$ cat src/rtl/pc_flow_ctrl_if.sv
// Decoder/pc-facing bundle of the program-flow controller: decoder ops and pc state in, jump controls out.
// Master is the decoder/pc side, slave is pc_flow_ctrl.
interface pc_flow_ctrl_if #(
  parameter int W     = 8,
  parameter int DEPTH = 8
);
  localparam int SPW = $clog2(DEPTH) + 1;

  logic           instr_valid;
  logic           op_jmp;
  logic           op_call;
  logic           op_ret;
  logic           op_reti;
  logic           op_ei;
  logic           op_di;
  logic [W-1:0]   jmp_addr;
  logic [W-1:0]   pc_in;
  logic           irq;

  logic           skok_pc;
  logic           skok_pc_stos;
  logic [W-1:0]   adres_skok_pc;
  logic [W-1:0]   adres_skok_pc_stos;
  logic           reti_int_en;
  logic           pc_rst;
  logic           flush;
  logic           irq_ack;
  logic           int_en;
  logic           stack_err;
  logic [SPW-1:0] sp;

  modport master (
    output instr_valid, op_jmp, op_call, op_ret, op_reti, op_ei, op_di,
           jmp_addr, pc_in, irq,
    input  skok_pc, skok_pc_stos, adres_skok_pc, adres_skok_pc_stos,
           reti_int_en, pc_rst, flush, irq_ack, int_en, stack_err, sp
  );

  modport slave (
    input  instr_valid, op_jmp, op_call, op_ret, op_reti, op_ei, op_di,
           jmp_addr, pc_in, irq,
    output skok_pc, skok_pc_stos, adres_skok_pc, adres_skok_pc_stos,
           reti_int_en, pc_rst, flush, irq_ack, int_en, stack_err, sp
  );
endinterface

$ cat src/rtl/pc_flow_ctrl.sv
// Program-flow controller: branch decisions, return-address stack, interrupt entry and one-cycle flush bubble.
// Jump controls are combinational (pc loads on the same edge); flush/pc_rst/int_en/sp/stack_err are registered.
module pc_flow_ctrl #(
  parameter int           W       = 8,
  parameter int           DEPTH   = 8,
  parameter logic [W-1:0] IRQ_VEC = 8'h04
) (
  input  logic         clk,
  input  logic         rst,
  pc_flow_ctrl_if.slave bus
);
  localparam int AW  = $clog2(DEPTH);
  localparam int SPW = AW + 1;
  localparam logic [SPW-1:0] FULL_SP = SPW'(DEPTH);

  typedef enum logic [1:0] {RUN, FLUSH, ERR} state_t;

  state_t         state_q;
  logic [SPW-1:0] sp_q;
  logic           int_en_q;
  logic           irq_pend_q;
  logic           stack_err_q;
  logic           flush_q;
  logic           pc_rst_q;
  logic [W-1:0]   stack_q [DEPTH];

  logic run, dec, is_jmp, is_call, is_ret, is_reti, branch;
  logic irq_take, push, pop, full, empty, ovf, unf, err, jump;
  logic [AW-1:0] push_idx, top_idx;

  assign run     = (state_q == RUN);
  assign dec     = run && bus.instr_valid;
  assign is_jmp  = dec && bus.op_jmp;
  assign is_call = dec && bus.op_call;
  assign is_ret  = dec && bus.op_ret;
  assign is_reti = dec && bus.op_reti;
  assign branch  = is_jmp || is_call || is_ret || is_reti;

  // Decoder branches outrank interrupt entry; a deferred irq stays pending.
  assign irq_take = run && irq_pend_q && int_en_q && !branch;

  assign full  = (sp_q == FULL_SP);
  assign empty = (sp_q == '0);
  assign push  = is_call || irq_take;
  assign pop   = is_ret || is_reti;
  assign ovf   = push && full;
  assign unf   = pop && empty;
  assign err   = ovf || unf;
  assign jump  = is_jmp || (push && !full) || (pop && !empty);

  assign push_idx = AW'(sp_q);
  assign top_idx  = AW'(sp_q - 1'b1);

  assign bus.skok_pc            = jump;
  assign bus.skok_pc_stos       = pop && !empty;
  assign bus.reti_int_en        = is_reti && !empty;
  assign bus.irq_ack            = irq_take && !full;
  assign bus.adres_skok_pc      = irq_take             ? IRQ_VEC      :
                                  (is_jmp || is_call)  ? bus.jmp_addr : '0;
  assign bus.adres_skok_pc_stos = empty ? '0 : stack_q[top_idx];
  assign bus.pc_rst             = pc_rst_q;
  assign bus.flush              = flush_q;
  assign bus.int_en             = int_en_q;
  assign bus.stack_err          = stack_err_q;
  assign bus.sp                 = sp_q;

  always_ff @(posedge clk) begin
    if (rst) begin
      state_q     <= RUN;
      sp_q        <= '0;
      int_en_q    <= 1'b0;
      irq_pend_q  <= 1'b0;
      stack_err_q <= 1'b0;
      flush_q     <= 1'b0;
      pc_rst_q    <= 1'b0;
    end else begin
      case (state_q)
        RUN: begin
          irq_pend_q <= irq_pend_q | bus.irq;
          if (err) begin
            stack_err_q <= 1'b1;
            pc_rst_q    <= 1'b1;
            state_q     <= ERR;
          end else begin
            if (push) begin
              stack_q[push_idx] <= bus.pc_in;
              sp_q              <= sp_q + 1'b1;
            end
            if (pop) sp_q <= sp_q - 1'b1;
            // Entry preempts the instruction at pc_in, so any ei/di with it is dropped.
            if (irq_take) begin
              int_en_q   <= 1'b0;
              irq_pend_q <= 1'b0;
            end else if (is_reti || (dec && bus.op_ei)) begin
              int_en_q <= 1'b1;
            end else if (dec && bus.op_di) begin
              int_en_q <= 1'b0;
            end
            if (jump) begin
              flush_q <= 1'b1;
              state_q <= FLUSH;
            end
          end
        end
        FLUSH: begin
          irq_pend_q <= irq_pend_q | bus.irq;
          flush_q    <= 1'b0;
          state_q    <= RUN;
        end
        default: begin
          pc_rst_q   <= 1'b0;
          sp_q       <= '0;
          int_en_q   <= 1'b0;
          irq_pend_q <= 1'b0;
          state_q    <= RUN;
        end
      endcase
    end
  end
endmodule

$ cat src/flat_wrapper.sv
// flat-port wrapper written by rule: the top's interface ports become plain ports
module pc_flow_ctrl_flat 
#(
  parameter int           W       = 8,
  parameter int           DEPTH   = 8,
  parameter logic [W-1:0] IRQ_VEC = 8'h04
)
  (clk, rst, bus_instr_valid, bus_op_jmp, bus_op_call, bus_op_ret, bus_op_reti, bus_op_ei, bus_op_di, bus_jmp_addr, bus_pc_in, bus_irq, bus_skok_pc, bus_skok_pc_stos, bus_adres_skok_pc, bus_adres_skok_pc_stos, bus_reti_int_en, bus_pc_rst, bus_flush, bus_irq_ack, bus_int_en, bus_stack_err, bus_sp);
  pc_flow_ctrl_if #(.W(W), .DEPTH(DEPTH)) bus_i ();
  input  logic clk;
  input  logic rst;
  input wire logic [$bits(bus_i.instr_valid)-1:0] bus_instr_valid;
  input wire logic [$bits(bus_i.op_jmp)-1:0] bus_op_jmp;
  input wire logic [$bits(bus_i.op_call)-1:0] bus_op_call;
  input wire logic [$bits(bus_i.op_ret)-1:0] bus_op_ret;
  input wire logic [$bits(bus_i.op_reti)-1:0] bus_op_reti;
  input wire logic [$bits(bus_i.op_ei)-1:0] bus_op_ei;
  input wire logic [$bits(bus_i.op_di)-1:0] bus_op_di;
  input wire logic [$bits(bus_i.jmp_addr)-1:0] bus_jmp_addr;
  input wire logic [$bits(bus_i.pc_in)-1:0] bus_pc_in;
  input wire logic [$bits(bus_i.irq)-1:0] bus_irq;
  output wire logic [$bits(bus_i.skok_pc)-1:0] bus_skok_pc;
  output wire logic [$bits(bus_i.skok_pc_stos)-1:0] bus_skok_pc_stos;
  output wire logic [$bits(bus_i.adres_skok_pc)-1:0] bus_adres_skok_pc;
  output wire logic [$bits(bus_i.adres_skok_pc_stos)-1:0] bus_adres_skok_pc_stos;
  output wire logic [$bits(bus_i.reti_int_en)-1:0] bus_reti_int_en;
  output wire logic [$bits(bus_i.pc_rst)-1:0] bus_pc_rst;
  output wire logic [$bits(bus_i.flush)-1:0] bus_flush;
  output wire logic [$bits(bus_i.irq_ack)-1:0] bus_irq_ack;
  output wire logic [$bits(bus_i.int_en)-1:0] bus_int_en;
  output wire logic [$bits(bus_i.stack_err)-1:0] bus_stack_err;
  output wire logic [$bits(bus_i.sp)-1:0] bus_sp;
  assign bus_i.instr_valid = bus_instr_valid;
  assign bus_i.op_jmp = bus_op_jmp;
  assign bus_i.op_call = bus_op_call;
  assign bus_i.op_ret = bus_op_ret;
  assign bus_i.op_reti = bus_op_reti;
  assign bus_i.op_ei = bus_op_ei;
  assign bus_i.op_di = bus_op_di;
  assign bus_i.jmp_addr = bus_jmp_addr;
  assign bus_i.pc_in = bus_pc_in;
  assign bus_i.irq = bus_irq;
  assign bus_skok_pc = bus_i.skok_pc;
  assign bus_skok_pc_stos = bus_i.skok_pc_stos;
  assign bus_adres_skok_pc = bus_i.adres_skok_pc;
  assign bus_adres_skok_pc_stos = bus_i.adres_skok_pc_stos;
  assign bus_reti_int_en = bus_i.reti_int_en;
  assign bus_pc_rst = bus_i.pc_rst;
  assign bus_flush = bus_i.flush;
  assign bus_irq_ack = bus_i.irq_ack;
  assign bus_int_en = bus_i.int_en;
  assign bus_stack_err = bus_i.stack_err;
  assign bus_sp = bus_i.sp;
  pc_flow_ctrl #(.W(W), .DEPTH(DEPTH), .IRQ_VEC(IRQ_VEC)) u_core (.clk(clk), .rst(rst), .bus(bus_i));
endmodule
$ cat config.mk
export PLATFORM = sky130hd
export DESIGN_NAME = pc_flow_ctrl_flat
export DESIGN_NICKNAME = d
export VERILOG_FILES = /design/src/rtl/pc_flow_ctrl_if.sv /design/src/rtl/pc_flow_ctrl.sv /design/src/flat_wrapper.sv
export SDC_FILE = /design/constraint.sdc
export NUM_CORES = 1
export LEC_CHECK = 0
export ABC_AREA = 0
export CAP_MARGIN = 10
export CORE_UTILIZATION = 50
export DETAILED_ROUTE_END_ITERATION = 16
export PLACE_DENSITY = 0.79
export SYNTH_ARGS = -nofsm -noshare
export SYNTH_HDL_FRONTEND = slang
export SYNTH_SLANG_ARGS = --single-unit
$ cat constraint.sdc
create_clock -name clk -period 4.8 [get_ports clk]
set_clock_uncertainty 0.15 [all_clocks]
set_input_delay 0.96 -clock clk [delete_from_list [all_inputs] [get_ports clk]]
set_output_delay 0.96 -clock clk [all_outputs]
set_load 0.05 [all_outputs]
======== After elaboration in Yosys (flattened, before gate mapping) ========
Memories as Yosys holds them, arrays and structs flattened.
Index checks and enable logic that the tools add are counted.
storage, ports and cells
  register bits ........................... 11
  memory bits (writable) .................. 64
  input bits .............................. 26
  output and inout port bits .............. 28
  logic and storage cells ................. 87
  memories ................................ 1
memory list
  name            words  width  rd ports  clocked after Yosys merged registers in  wr ports  line                text
  u_core.stack_q  8      8      1         0                                        1         pc_flow_ctrl.sv:25  logic [W-1:0] stack_q [DEPTH];
cells by class
  $add $sub $neg .......................... 2
  equal/unequal tests ..................... 7
  multiplexer cells ....................... 27
  bitwise operators ....................... 3
  reduce and logical (&&, ||, !) cells .... 39
operators by type and width
  operator             number
  $mux 8               3
  $logic_and 1x1->1    16
  $mux 1               14
  $mux 4               3
  $logic_or 1x1->1     9
  $reduce_and 3->1     3
  $pmux 1 s2           4
  $pmux 4 s2           1
  $ne 2x2->1 const B   3
  $add 4x1->4 const B  1
  $eq 4x4->1 const B   1
  $logic_not 4->1      1
  $mux 2               2
  $ne 4x4->1 const B   1
  $reduce_and 2->1     2
  $reduce_bool 2->1    2
  $sub 4x1->4 const B  1
  $logic_not 1->1      3
  $ne 3x3->1 const B   1
  $reduce_or 3->1      1
  $eq 2x1->1 const B   1
  $logic_not 2->1      1
  $not 1->1            2
  $reduce_or 2->1      1
  $or 1x1->1           1

======== Logic depth before layout (Yosys ltp) ========
  depth after elaboration ................. 15
  mapped depth ............................ 8
  depth with buffers taken out ............ 7

======== Worst setup path after synthesis ========
OpenSTA, ideal clock, no wires.
  path type ............................... register -> output
  from .................................... register u_core.sp_q[0], in the netlist u_core.bus.sp[0]
  to ...................................... output bus_irq_ack
  data arrival time ....................... 3.149 ns
  required time ........................... 3.690 ns
  path slack .............................. 0.541 ns
  stages on the path, launching flop included .. 8
  cells stage by stage .................... dfxtp_1 -> buf_2 -> inv_1 -> ha_1 -> clkbuf_1 -> and2_1 -> clkbuf_1 -> a211oi_1
on the way
  longest elaborated chain between the ends .. 3
ends and longest elaborated chain
  what                    line                text
  start, declared         pc_flow_ctrl.sv:19  logic [SPW-1:0] sp_q;
  start signal, assigned  pc_flow_ctrl.sv:87  sp_q <= sp_q + 1'b1;
  start signal, assigned  pc_flow_ctrl.sv:89  if (pop) sp_q <= sp_q - 1'b1;
  $eq 4x4->1              pc_flow_ctrl.sv:42  assign full = (sp_q == FULL_SP);
  $logic_not 1->1         pc_flow_ctrl.sv:57  assign bus.irq_ack = irq_take && !full;
  $logic_and 1x1->1       pc_flow_ctrl.sv:57
  end, declared           flat_wrapper.sv:29  output wire logic [$bits(bus_i.irq_ack)-1:0] bus_irq_ack;
No other way between the ends.

======== Final worst setup path ========
  from .................................... input bus_instr_valid
  to ...................................... output bus_skok_pc
on the way
  longest elaborated chain between the ends .. 11
  elaborated cells between the ends (all ways) .. 16
  classes of those cells .................. 16 x reduce/logical
ends and longest elaborated chain
  what                                         line                                    text
  start, declared                              flat_wrapper.sv:12                      input wire logic [$bits(bus_i.instr_valid)-1:0] bus_instr_valid;
  $logic_and 1x1->1 *                          pc_flow_ctrl.sv:32                      assign dec = run && bus.instr_valid;
  $logic_and 1x1->1, on equally long branches  pc_flow_ctrl.sv:33, pc_flow_ctrl.sv:34
  $logic_or 1x1->1 (3 in series)               pc_flow_ctrl.sv:37                      assign branch = is_jmp || is_call || is_ret || is_reti;
  $logic_not 1->1                              pc_flow_ctrl.sv:40                      assign irq_take = run && irq_pend_q && int_en_q && !branch;
  $logic_and 1x1->1                            pc_flow_ctrl.sv:40
  $logic_or 1x1->1                             pc_flow_ctrl.sv:44                      assign push = is_call || irq_take;
  $logic_and 1x1->1                            pc_flow_ctrl.sv:49                      assign jump = is_jmp || (push && !full) || (pop && !empty);
  $logic_or 1x1->1                             pc_flow_ctrl.sv:49
  $logic_or 1x1->1 *                           pc_flow_ctrl.sv:49
  end, declared                                flat_wrapper.sv:22                      output wire logic [$bits(bus_i.skok_pc)-1:0] bus_skok_pc;
Every way passes the cells marked *; elsewhere a longest branch is shown, timed or not.

==> impl_metrics.toml <==
[clock_tree]
clock_sink_count = 75
clk_pin_slew_ns = 0.08
cts_tree = "done"
max-clock-path-buffers = 2
insertion_delay_ns = 0.34
cts_setup_buffers = 0
cts-htree-levels = 3
total_clock_buffers_created_by_cts = 9
postCtsResizedCells = 0
cts.root.buffer_cell = "clkbuf_8"
cts.hold.buffers_added = 0

[yosys]
asyncSetResetFlopFracSynth_pct = 0
synth_flop_cell = "edfxtp_1"
synth-xor-area-share_pct = 0.255
post_synth_and_or_nand_nor_area_fraction_pct = 13.1
synth-seq-cells = 75
combinational_family_with_the_most_area_after_synthesis = "simple AND/OR/NAND/NOR gates"
synth_cells = 244
number_of_enable_flip_flop_cells_after_synthesis = 64
synth_fp_nets = 272
synth_seq_area_share_pct = 62.3
synthMuxAreaShare_pct = 11.1
synth_adder_area_share_pct = 0.728
netlist_area_um2 = 3440
ys.warnings.count = 0
synth_compound_area_share_pct = 10.2
syn_avg_cell_area_um2 = 14.1
count_of_unique_library_cells_instantiated_by_yosys = 48

[critical_path]
timing.critical_path.fanout_max = 13
endpoint_kind = "output port"
worst_ep_required_time_ns = 3.69
timing.critical_path.arrival_ns = 3.31
timing.setup.critical_path_class = "in2out"
launching_element_type_of_the_critical_path = "input pin"

[global_routing]
grt_max_degree = 22
globalRoute.totalOverflow = 0
globalRouteTotalUtil_pct = 21.6
wire_length_of_the_first_global_routing_pass_um = 11500
antenna_found_initial = 0
via_count_of_the_first_global_routing_pass = 2287

[routing]
mean_number_of_vias_per_cell = 6.01
detailroute.via_count = 2296
drt_first_iter_violations = 244
wirelength_um = 7080
detail_route.drc_violations = 10
detail-route-antenna-nets = 0
wl_per_cell_um = 18.5
first_pass_iters = 12

[sta]
layout_worst_path_cycle_share_pct = 92.1
hold_violations = 0
setup-tns-final_ns = 0
maximum_clock_rate_ghz = 0.226
timing.final.setup_violations = 0
final_period_minus_worst_setup_slack_ns = 4.42
worst_slew_margin_rel_pct = 38.4
max_slew.worst_pin.slew_ns = 0.921
timing.final.max_slew_violations = 0
setup_repair_after_global_routing_missed_its_margin = "no"

[finish]
post_synthesis_to_final_layout_area_growth_pct = 23.6
fill_cells = 479
final_net_count = 328
multi_input_area_um2 = 1210
regArea_um2 = 2140
most_common_cell_after_layout_fill_and_taps_aside = "edfxtp_1"
most_frequent_cells_in_the_layout = "64 x edfxtp_1, 45 x clkdlybuf4s50_1, 28 x nand2_1"
antenna_cells_inserted = 0
drive_above_1_share_pct = 18.7

[pwr]
power.density_nw_per_um2 = 645
max-vdd-ir-drop_uv = 459
power_w = 0.00274
static_power_due_to_leakage_nw = 1.42

[die]
initial_core_util_pct = 52.9
row_count = 29
boundaryPins = 54
die-area_um2 = 7210
design.core.area_um2 = 6490
die_width_um = 84.9
fp.dieH_um = 84.9

[place]
dp_hpwl_um = 4600
port_buffers = 53
weighted_congestion_reported_at_the_end_of_routability_driven_placement = 0.912

[flow_run]
drv_cap = 0

[outcome]
failed_checks = "design-rule violations"
status = "finished, violations left"

[min_path]
holdCritPathClass = "reg2reg"
==> cells by family (layout without fill, tap and decap cells) <==
| kind of cell | Yosys count | count (layout) |
|---|---|---|
| flip-flops | 75 | 75 |
| buffers and inverters | 18 | 79 |
| adder cells (fa/ha/maj) | 2 | 2 |
| multiplexers | 18 | 18 |
| XOR/XNOR | 1 | 1 |
| AO/OA/AOI/OAI | 43 | 43 |
| AND/OR/NAND/NOR | 87 | 87 |
==> through the flow <==
stage          hold slack [ns]  setup slack, ns  cell area, um^2  cells  utilization, %
6_report                 0.323            0.377             4250    382            65.4
5_1_grt                  0.352            0.246             4250    382            65.4
4_1_cts                  0.334            0.376             4250    382            65.4
3_5_place_dp             0.316            0.382             4020    366            61.9
3_3_place_gp             0.297            0.412             4020    366            61.9
2_1_floorplan            0.335            0.541             3440    244               -
==> flip-flops by register name, summed over array words and instances, names as in the netlist <==
register	flops
u_core.stack_q	64
u_core.bus.stack_err	1
u_core.bus.flush	1
u_core.irq_pend_q	1
u_core.bus.int_en	1
u_core.state_q	2
u_core.bus.sp	4
u_core.bus.pc_rst	1
==> Yosys cell counts (2+ instances only) <==
library cell,n,area share (%)
a21oi_1,2,0.29
o21a_1,3,0.66
buf_2,3,0.44
nor3_1,5,0.73
a221oi_1,8,2.0
nor3b_1,2,0.44
ha_1,2,0.73
a31oi_1,9,1.6
nor2_4,2,0.66
nand2b_1,2,0.36
mux2i_1,2,0.58
nand4_1,2,0.36
edfxtp_1,64,56
inv_1,4,0.44
a211o_1,2,0.51
a41o_1,2,0.58
nand2_1,28,3.1
o21ai_0,5,0.73
o31ai_1,4,0.87
and2_1,9,1.6
dfxtp_1,11,6.4
nor2_1,20,2.2
mux4_2,16,10
clkbuf_1,8,0.87
nand3_1,4,0.58
or3_1,3,0.55
==> metal layers <==
metal / vias up / GRT usage (%) / part of all wire, %
li1: 1071 / - / -
met4: 0 / 10.9 / 1.5
met2: 108 / 35.2 / 50
met5: - / 0 / 0
met3: 9 / 6.03 / 7.8
met1: 1108 / 26.8 / 41
==> area by class of cell <==
type	instances	share of cell area [%]
flip-flops and latches	75	50.4
well taps	77	2.27
repair buffers	58	12.9
inverters	5	0.442
clock buffers	9	2.92
multi-input cells	151	28.6
clock inverters	7	2.47
==> worst max-delay path: stages <==
cell             delay (ns)
clkdlybuf4s50_1        0.59
or3b_4                 0.47
nor2_4                 0.24
o31ai_1                0.13
nand3_1                0.11
clkdlybuf4s50_1        0.81
==> power breakdown <==
group / internal, W / switching [W] / total, W
clock: 0.000302 / 0.000250 / 0.000552
combinational: 0.000503 / 0.000882 / 0.00138
sequential: 0.000753 / 0.0000484 / 0.000801
==> worst paths after layout <==
path	start	endpoint	slack (ns)	cells past startpoint
setup / recovery	bus_instr_valid	bus_skok_pc	0.38	6
hold / removal	u_core.bus.stack_err$_SDFFE_PP0P_	u_core.bus.stack_err$_SDFFE_PP0P_	0.32	2
hold reg to reg	u_core.bus.stack_err$_SDFFE_PP0P_	u_core.bus.stack_err$_SDFFE_PP0P_	0.32	2
setup reg to reg	u_core.bus.sp[1]$_SDFFE_PP0P_	u_core.stack_q[7][5]$_DFFE_PP_	1.66	8
Note: power is estimated with default switching activity, not from simulation.
==> RTL change (same flow settings) <==
Re-encode `state_t` (3 states) as one-hot, 3 bits wide.
--- a/src/rtl/pc_flow_ctrl.sv
+++ b/src/rtl/pc_flow_ctrl.sv
@@ -13,7 +13,7 @@
   localparam int SPW = AW + 1;
   localparam logic [SPW-1:0] FULL_SP = SPW'(DEPTH);
 
-  typedef enum logic [1:0] {RUN, FLUSH, ERR} state_t;
+  typedef enum logic [2:0] {RUN = 3'b001, FLUSH = 3'b010, ERR = 3'b100} state_t;
 
   state_t         state_q;
   logic [SPW-1:0] sp_q;
Function: no difference found for any inputs over 10 cycles, from zero or initial values and one cycle with rst high; not proved beyond that.
==> RTL change against the unedited design <==
Power grew 1.0%; non-clock buffer count grew 3; sequential cell count grew 1; cell area shrank 0.97%; first-iteration DRC count shrank 33%; worst setup slack lost 0.057 ns; highest routed layer unchanged; routed wire length grew 0.35%; critical path depth shrank 1; area after synthesis shrank 0.73%; register-to-register slack lost 0.10 ns; largest cell class unchanged; critical path type unchanged.
==> RTL change: results (changes against the unedited design) <==
status complete, no violations (was finished, violations left); Comb. pwr 0.00145 W (was 0.00138 W); R2R depth 7 (was 8); part of the power in the clock network 17.0% (was 20.2%); vias in the first global route 2224 (was 2287); first-pass GRT wire length 11300 um (was 11500 um); total global-route track usage 21.1% (was 21.6%); Min-Delay Endpoint u_core.bus.pc_rst$_SDFFE_PP0P_ (was u_core.bus.stack_err$_SDFFE_PP0P_); Hold Slack 0.332 ns (was 0.323 ns); placer's final routability congestion estimate 0.861 (was 0.912); mux share of post-synthesis cell area 11.2% (was 11.1%); via count 2288 (was 2296); Synth Area in Compound Gates 8.54% (was 10.2%); internal power 0.00154 W (was 0.00156 W); maximum vdd ir drop 424 uV (was 459 uV); slew at the pin with the worst max-slew slack 0.988 ns (was 0.921 ns); CP arrival 3.37 ns (was 3.31 ns); drt via density 5.97 (was 6.01); Pleak 1.43 nW (was 1.42 nW); # fillers 468 (was 479); synth cell count leaders edfxtp_1, nand2_1, nor2_1 (unchanged); Seq/Total Area, Yosys 63.4% (was 62.3%); Critical Path Start bus_op_call (was bus_instr_valid); cell total after placement 367 (was 366); syn_area_per_cell 14.2 um^2 (was 14.1 um^2); Worst R2R Setup Slack 1.56 ns (was 1.66 ns); Area contributors post-synth edfxtp_1, mux4_2, dfxtp_1 (unchanged); Post-Synth Adder-Cell Area 0.733% (was 0.728%); slowest stage delay, CP 0.87 ns (was 0.81 ns); hold_sp u_core.bus.pc_rst$_SDFFE_PP0P_ (was u_core.bus.stack_err$_SDFFE_PP0P_)
==> RTL change: layer usage <==
layer  share of wire, %  GRT usage [%]  vias up
met5                  0              0        -
met4                1.4           10.3        0
met3                6.7           4.72        8
met2                 49           34.4       92
met1                 43           27.0     1113
li1                   -              -     1075
==> RTL change: stage by stage <==
step	area, um^2	power [W]	setup slack, ns
2_1_floorplan	3410	0.00194	0.293
3_3_place_gp	4010	0.00229	0.381
3_5_place_dp	4010	0.00231	0.328
4_1_cts	4210	0.00277	0.321
5_1_grt	4210	0.00290	0.0996
6_report	4210	0.00276	0.320
==> RTL change: final cells by class <==
| type | instances | area [um^2] | area share, % |
|---|---|---|---|
| inverter | 7 | 26.3 | 0.625 |
| sequential | 76 | 2160 | 51.4 |
| timing repair buffer | 61 | 571 | 13.6 |
| multi-input combinational | 146 | 1160 | 27.6 |
| clock inverter | 6 | 63.8 | 1.52 |
| tap | 77 | 96.3 | 2.29 |
| clock buffer | 10 | 128 | 3.03 |
